==> src/rtl/run_controller.sv <==
// ---------------------------------------------------------------------------
// run_controller
//
// Start sequencer placed directly upstream of simulation_top. A one-cycle
// run request makes it wait for processor_ready, issue an active-low startN
// pulse of START_PULSE_LEN cycles, and then count execution cycles until
// processDone. The cycle count is held afterwards for the host or bench.
//
// Parameters:
//   CYCLE_W          width of the execution cycle counter
//   START_PULSE_LEN  cycles startN is held low (1..15)
//   TIMEOUT_CYCLES   watchdog limit in RUN cycles (watchdog build only)
//
// Ports:
//   clk              system clock, rising edge
//   rstN             synchronous active-low reset
//   start_req        one-cycle run request
//   processor_ready  processor can accept a start
//   processDone      all cores finished (only honoured in RUN)
//   startN           active-low start pulse to simulation_top
//   busy             high in WAIT_READY, START and RUN
//   run_done         high in DONE and TIMEOUT
//   timeout          watchdog fired (TIMEOUT state only)
//   cycle_count      execution cycles of the current or last run
//
// Build option:
//   RUN_WATCHDOG_EN  when defined, a RUN lasting TIMEOUT_CYCLES without
//                    processDone ends in the TIMEOUT state. When undefined
//                    there is no TIMEOUT state and timeout is tied to 0.
// ---------------------------------------------------------------------------
module run_controller #(
  parameter int CYCLE_W         = 32,
  parameter int START_PULSE_LEN = 1,
  parameter int TIMEOUT_CYCLES  = 1000000
) (
  input  logic               clk,
  input  logic               rstN,
  input  logic               start_req,
  input  logic               processor_ready,
  input  logic               processDone,
  output logic               startN,
  output logic               busy,
  output logic               run_done,
  output logic               timeout,
  output logic [CYCLE_W-1:0] cycle_count
);

  localparam logic [2:0] S_IDLE       = 3'd0;
  localparam logic [2:0] S_WAIT_READY = 3'd1;
  localparam logic [2:0] S_START      = 3'd2;
  localparam logic [2:0] S_RUN        = 3'd3;
  localparam logic [2:0] S_DONE       = 3'd4;
`ifdef RUN_WATCHDOG_EN
  localparam logic [2:0] S_TIMEOUT    = 3'd5;
  // Limit truncated to the counter width; keep TIMEOUT_CYCLES < 2**CYCLE_W.
  localparam logic [CYCLE_W-1:0] TIMEOUT_LIM = CYCLE_W'(TIMEOUT_CYCLES);
`endif

  localparam logic [3:0]         PULSE_LEN = 4'(START_PULSE_LEN);
  localparam logic [CYCLE_W-1:0] CNT_MAX   = '1;

`ifndef RUN_WATCHDOG_EN
  // The watchdog limit has no function in this build; referencing it keeps
  // the parameter part of the interface without an unused-parameter hit.
  if (TIMEOUT_CYCLES < 1) begin : g_timeout_cfg_unused
  end
`endif

  // Saturating increment: the count sticks at all-ones instead of wrapping.
  function automatic logic [CYCLE_W-1:0] sat_inc(input logic [CYCLE_W-1:0] v);
    return (v == CNT_MAX) ? v : v + CYCLE_W'(1);
  endfunction

  logic [2:0]         state;
  logic [2:0]         state_nxt;
  logic [3:0]         pulse_cnt;
  logic [3:0]         pulse_nxt;
  logic [CYCLE_W-1:0] count_nxt;
  logic [CYCLE_W-1:0] count_inc;
  logic               req_p0;
  logic               startN_nxt;
  logic               busy_nxt;
  logic               run_done_nxt;
  logic               idle_like;

  // States in which a new run request is accepted.
  always_comb begin
    idle_like = (state == S_IDLE) || (state == S_DONE);
`ifdef RUN_WATCHDOG_EN
    idle_like = idle_like || (state == S_TIMEOUT);
`endif
  end

  // Stage p0: start_req is registered before it reaches the FSM, so a
  // request sampled at edge k moves the FSM at edge k+1. It is only captured
  // where it can be acted on, which drops a request that coincides with the
  // processDone that ends a run (and any request made while busy).
  always_ff @(posedge clk) begin
    if (!rstN) begin
      req_p0 <= 1'b0;
    end else begin
      req_p0 <= start_req && idle_like;
    end
  end

  always_comb begin
    state_nxt = state;
    pulse_nxt = pulse_cnt;
    count_nxt = cycle_count;
    count_inc = sat_inc(cycle_count);

    case (state)
      S_IDLE: begin
        if (req_p0) begin
          state_nxt = S_WAIT_READY;
          count_nxt = '0;
        end
      end

      S_WAIT_READY: begin
        count_nxt = '0;
        if (processor_ready) begin
          state_nxt = S_START;
          pulse_nxt = 4'd1;
        end
      end

      // pulse_cnt counts low cycles already issued, including the current
      // one; processor_ready is not looked at here.
      S_START: begin
        if (pulse_cnt >= PULSE_LEN) begin
          state_nxt = S_RUN;
          pulse_nxt = '0;
        end else begin
          pulse_nxt = pulse_cnt + 4'd1;
        end
      end

      // The edge that samples processDone is itself counted.
      S_RUN: begin
        count_nxt = count_inc;
        if (processDone) begin
          state_nxt = S_DONE;
        end
`ifdef RUN_WATCHDOG_EN
        else if (count_inc >= TIMEOUT_LIM) begin
          state_nxt = S_TIMEOUT;
          count_nxt = TIMEOUT_LIM;
        end
`endif
      end

      S_DONE: begin
        if (req_p0) begin
          state_nxt = S_WAIT_READY;
          count_nxt = '0;
        end
      end

`ifdef RUN_WATCHDOG_EN
      S_TIMEOUT: begin
        if (req_p0) begin
          state_nxt = S_WAIT_READY;
          count_nxt = '0;
        end
      end
`endif

      default: begin
        state_nxt = S_IDLE;
        pulse_nxt = '0;
      end
    endcase
  end

  // Outputs are decoded from the next state and registered alongside it, so
  // they change on the same edge as the state they describe.
  always_comb begin
    startN_nxt   = (state_nxt != S_START);
    busy_nxt     = (state_nxt == S_WAIT_READY) || (state_nxt == S_START) ||
                   (state_nxt == S_RUN);
    run_done_nxt = (state_nxt == S_DONE);
`ifdef RUN_WATCHDOG_EN
    run_done_nxt = run_done_nxt || (state_nxt == S_TIMEOUT);
`endif
  end

  // Stage p1: FSM state and registered outputs.
  always_ff @(posedge clk) begin
    if (!rstN) begin
      state       <= S_IDLE;
      pulse_cnt   <= '0;
      startN      <= 1'b1;
      busy        <= 1'b0;
      run_done    <= 1'b0;
      cycle_count <= '0;
    end else begin
      state       <= state_nxt;
      pulse_cnt   <= pulse_nxt;
      startN      <= startN_nxt;
      busy        <= busy_nxt;
      run_done    <= run_done_nxt;
      cycle_count <= count_nxt;
    end
  end

`ifdef RUN_WATCHDOG_EN
  logic timeout_q;

  always_ff @(posedge clk) begin
    if (!rstN) begin
      timeout_q <= 1'b0;
    end else begin
      timeout_q <= (state_nxt == S_TIMEOUT);
    end
  end

  assign timeout = timeout_q;
`else
  assign timeout = 1'b0;
`endif

endmodule

==> config.mk <==
export PLATFORM = sky130hd
export DESIGN_NAME = run_controller
export DESIGN_NICKNAME = d
export VERILOG_FILES = /design/src/rtl/run_controller.sv
export SDC_FILE = /design/constraint.sdc
export NUM_CORES = 1
export LEC_CHECK = 0
export BUFFER_PORTS_ARGS = -buffer_cell sky130_fd_sc_hd__buf_2
export CAP_MARGIN = 20
export CORE_ASPECT_RATIO = 1.2
export CORE_UTILIZATION = 55
export CTS_CLUSTER_SIZE = 10
export DETAILED_ROUTE_END_ITERATION = 10
export MAX_ROUTING_LAYER = met4
export PLACE_DENSITY_LB_ADDON = 0.12
export SYNTH_ARGS = -nofsm -noshare
export SYNTH_HDL_FRONTEND = slang
export SYNTH_SLANG_ARGS = --single-unit
==> constraint.sdc <==
create_clock -name clk -period 2.5 [get_ports clk]
set_clock_uncertainty 0.05 [all_clocks]
set_input_delay 0.25 -clock clk [delete_from_list [all_inputs] [get_ports clk]]
set_output_delay 0.25 -clock clk [all_outputs]
set_load 0.02 [all_outputs]
After elaboration in Yosys (flattened, before gate mapping)
Cells that the tools add are included.

Flip-flop bits (word level): 43. Bits in latches: 0. Bits in writable memories: 0. Bits in read-only memories: 0. Input port bits: 5. Output and inout bits: 36. Word-level logic and storage cells: 45. Memories: 0.

Add/subtract/negate cells: 2. $mul: 0. Divide/modulo/power cells: 0. Magnitude comparators: 1. Eq/ne operators: 13. Shift operators: 0. Mux-type cells: 11. Bitwise logic cells: 1. Reductions and logical operators: 10.

Operator list (count): $pmux 32 s3 (1); $mux 32 (2); $add 32x1->32 const B (1); $eq 32x32->1 const B (1); $eq 3x2->1 const B (4); $mux 3 (4); $pmux 3 s4 (1); $pmux 4 s3 (1); $mux 4 (2); $eq 3x1->1 const B (2); $eq 3x3->1 const B (2); $add 4x1->4 const B (1); $ge 4x1->1 const B (1); $ne 2x2->1 const B (2); $logic_not 3->1 (1); $logic_or 1x1->1 (3); $ne 3x2->1 const B (1); $reduce_and 3->1 (1); $reduce_bool 3->1 (1); $reduce_or 3->1 (1); $ne 2x1->1 const B (1); $reduce_and 2->1 (1); $reduce_or 2->1 (1); $logic_and 1x1->1 (1); $not 1->1 (1).

Longest topological paths before layout
Word-level depth: 6. Mapped depth: 8. Gate-level depth less buffers: 7.

Worst setup path after synthesis
No wires, ideal clock.

Kind: register -> register. Start point: register cycle_count[0]. End point: register cycle_count[14]. Arrival: 1.884 ns. Required time: 2.380 ns. Path slack: 0.496 ns. Cell stages (with the launch flop): 6. Path buffers: 0. Period minus slack after synthesis: 2.004 ns. Cells stage by stage: dfxtp_1 ha_1 nand4_4 or3_1 or4_1 a21oi_1.

Word-level cells in the longest chain between the ends: 3. Elaborated cells on any way between the ends: 6. Classes of those cells: 1 x add/sub; 2 x eq/ne; 2 x mux; 1 x reduce/logical.

RTL lines: start, declared (line 45) `output logic [CYCLE_W-1:0] cycle_count`; start signal, assigned (line 203) `cycle_count <= count_nxt;`; $add 32x1->32 / $eq 32x32->1 (equally long branches) (line 71) `return (v == CNT_MAX) ? v : v + CYCLE_W'(1);`; $mux 32 / $ne 2x2->1 (equally long branches); $pmux 32 s3 / $reduce_and 3->1 (equally long branches).

Parallel ways exist; a longest one is shown, timed or not. The select of a mux whose other input is x is not followed. A chain may end at the register's enable or synchronous reset.

Worst setup path in the final report
Start point: register cycle_count[0]. End point: register cycle_count[3].

The elaborated chain is that of the path after synthesis.

==> impl_results.md <==
- Max_cap viols: 0
- First-pass GRT wire length: 7440 microns
- Post-Synthesis Cell Area: 0.00216 sq mm
- Initial antenna violation count: 0
- Placer congestion estimate: 0.874
- Crit path max-delay family: simple AND/OR/NAND/NOR gates
- Count leader, synth: dfxtp_1
- Period utilisation layout: 84.3%
- Largest net degree at the start of global routing: 41
- Fin nets: 306
- Port buffer count: 39
- Crit Path Max Fanout: 40
- Crit path arrival time: 2.22 ns
- Worst setup EP type: flip-flop
- Worst Path Required: 2.61 ns
- GR Util All Layers: 23.2%
- Slew HR: 55.0%
- CTS clk-pin slew, worst paths: 0.08 ns
- Area growth syn-to-layout: 14.9%
- Yosys reg bits: 43
- Pwr/cell area: 513 mW/mm^2
- Drc violations: 0
- Post-synth cell types: 47
- Critical path, cell by cell: ha_1 -> nand4_4 -> nor3_2 -> a31o_1 -> buf_4 -> or3_1 -> a21oi_1
- Total CTS buffers: 5
- Io pins: 41
- Setup slack after layout: 0.393 ns
- Synth warn: 0
- Avg Inst Size Synth: 8.35 sq um
- Startpoint type of the worst setup path: flip-flop
- Ys async rst share: 0%
- Psw: 0.000335 W
- Vias in the first global route: 1779
- Syn Inst Count: 259
- CTS tree: built
- Post-CTS resize count: 0
- Post-synthesis sequential area ratio: 39.8%
- Max Slew Vio Count: 0
- DIE AREA: 0.00419 sq mm
- Synth Flop Type: dfxtp_1
- Crit path kind: reg -> reg
- Final instance area: 0.00249 sq mm
- Placed inst area: 0.00240 sq mm
- Worst slack at placement: 0.422 ns
- Gate power share: 10.9%
- H-tree depth: 2
- Core Util, Final: 67.3%
- RSZ-0062 raised after global routing: no
- Hold Path Class: in -> reg
- Hold buffer count at CTS: 0
- Clock Latency Late Sink: 0.30 ns
- Setup tns final: 0 ns
- Fin Hold WS: 0.133 ns
- Pleak: 0.935 nW
- Total setup buffers inserted after CTS: 0
- Remaining Overflow, GRT: 0
- Worst slew pin tran: 0.674 ns
- Tmin final: 2.11 ns
- Drt first-iter violations: 153
- Reg power frac: 55.8%
- Clk root buf: clkbuf_8
- CTS max path bufs: 2
- Synth top area cells: dfxtp_1 (40%), a21oi_1 (6.7%), or3_1 (5.8%)
- FMAX: 0.475 GHz
- Max stage delay on crit path: 0.42 ns
- Die Y: 70.7 microns
- Switching part of the total: 26.3%
- Pre-Repair DR Iteration Count: 4
- Post-Route WL: 4420 microns
- Clock share of power: 33.3%
- Routed Antenna Nets: 0
- Initial core utilization: 58.6%
- Pint: 0.000939 W
- Maximum vdd ir drop: 0.000403 V
- Synth Net Count: 268
- Average wire per standard cell: 12.6 microns
- Status: completed
- Commonest cells in the netlist: dfxtp_1 (43), a21oi_1 (29), nand2_1 (26)
- Hold Violations, Final: 0
- Hpwl dp: 3160 microns
- Post-synth EDFFs: 0
- Synth area leader: dfxtp_1
- DR vias/cell: 5.76
- Vias: 2016
- Antenna diode count: 0
- Share of the synthesized area in the top cell type: 39.8%
- Layout cell share with drive strength beyond 1: 21.8%
- Die Width: 59.3 microns
- Row count: 24
- CP max stage cell: dfxtp_1
- Buf/Inv on CP: 1
- # setup viols final: 0
- Sink Count: 43
- Core area: 0.00369 sq mm
==> sequential cells by signal, indices dropped and copies added, names as in the netlist <==
name,count
req_p0,1
cycle_count,32
busy,1
startN,1
pulse_cnt,4
run_done,1
state,3
==> power by group through the flow <==
stage	clock, W	combinational, W	sequential [W]
final	0.000424	0.000139	0.000711
after CTS	0.000434	0.000140	0.000711
after global routing	0.000455	0.000157	0.000714
after detailed placement	0	0.000139	0.000727
after floorplan	0	0.000105	0.000727
after global placement	0	0.000137	0.000727
==> per-stage QoR <==
| stage | total power, W | cells |
|---|---|---|
| final | 0.00127 | 350 |
| after global routing | 0.00133 | 350 |
| after CTS | 0.00128 | 350 |
| after detailed placement | 0.000867 | 342 |
| after global placement | 0.000864 | 342 |
| after floorplan | 0.000833 | 259 |
==> layout by cell type, fill, tap and decap left out, types with 2 or more instances in the layout <==
master	netlist	routed
o31ai_1	7	6
inv_1	8	8
o21ai_1	4	4
o21ai_0	17	17
nand3_1	10	10
a31oi_1	2	2
nand4_1	4	4
nand3_2	2	2
clkbuf_8	0	5
buf_2	2	39
nor2b_1	6	6
nor4_4	2	2
dfxtp_1	43	43
nor2_1	16	16
nand2_1	26	26
or4_1	8	8
buf_4	3	3
or3_1	20	20
nand4_2	3	3
a21oi_1	29	29
nand4b_1	2	2
o22ai_1	2	2
or2_2	3	3
and2_1	4	4
nor3_1	2	2
a32oi_1	2	2
clkbuf_1	5	2
xnor2_1	3	3
and3_1	2	2
ha_1	4	4
==> logic make-up (layout without fill, tap and decap cells) <==
logic type | Yosys count | in the layout | share of synthesized area [%]
AOI/OAI and AO/OA | 71 | 71 | 19.4
xor gates and xnor gates | 3 | 3 | 1.21
adders and majority gates | 4 | 4 | 2.31
buffers and inverters | 19 | 58 | 3.93
DFF | 43 | 43 | 39.8
other | 1 | 1 | 0.173
and+or+nand+nor | 118 | 118 | 33.1
==> per-layer routing <==
layer / GRT usage (%) / routed length, microns
met5: - / 0
met4: 7.94 / 69
met2: 39.5 / 2190
met3: 4.94 / 146
met1: 26.5 / 2010
==> worst min-delay path, stage by stage <==
cell	delay [ns]
buf_2	0.09
nand2_1	0.05
nor3_1	0.04
==> worst paths after layout <==
path	start	end	slack [ns]	cells past startpoint
worst max-delay path	cycle_count[0]	cycle_count[3]	0.39	7
worst max register to register	cycle_count[0]	cycle_count[3]	0.39	7
worst min-delay path	start_req	req_p0	0.13	3
worst min register to register	pulse_cnt[3]	pulse_cnt[3]	0.44	1
==> final cells by class <==
class | count | area [sq um]
multi-input combinational | 197 | 1230
fill | 352 | 1210
sequential | 43 | 861
timing repair buffer | 42 | 218
clock buffer | 7 | 76.3
tap | 52 | 65.1
inverter | 8 | 30.0
clock inverter | 1 | 5.00
No activity file was read; power rests on OpenSTA's default activity.
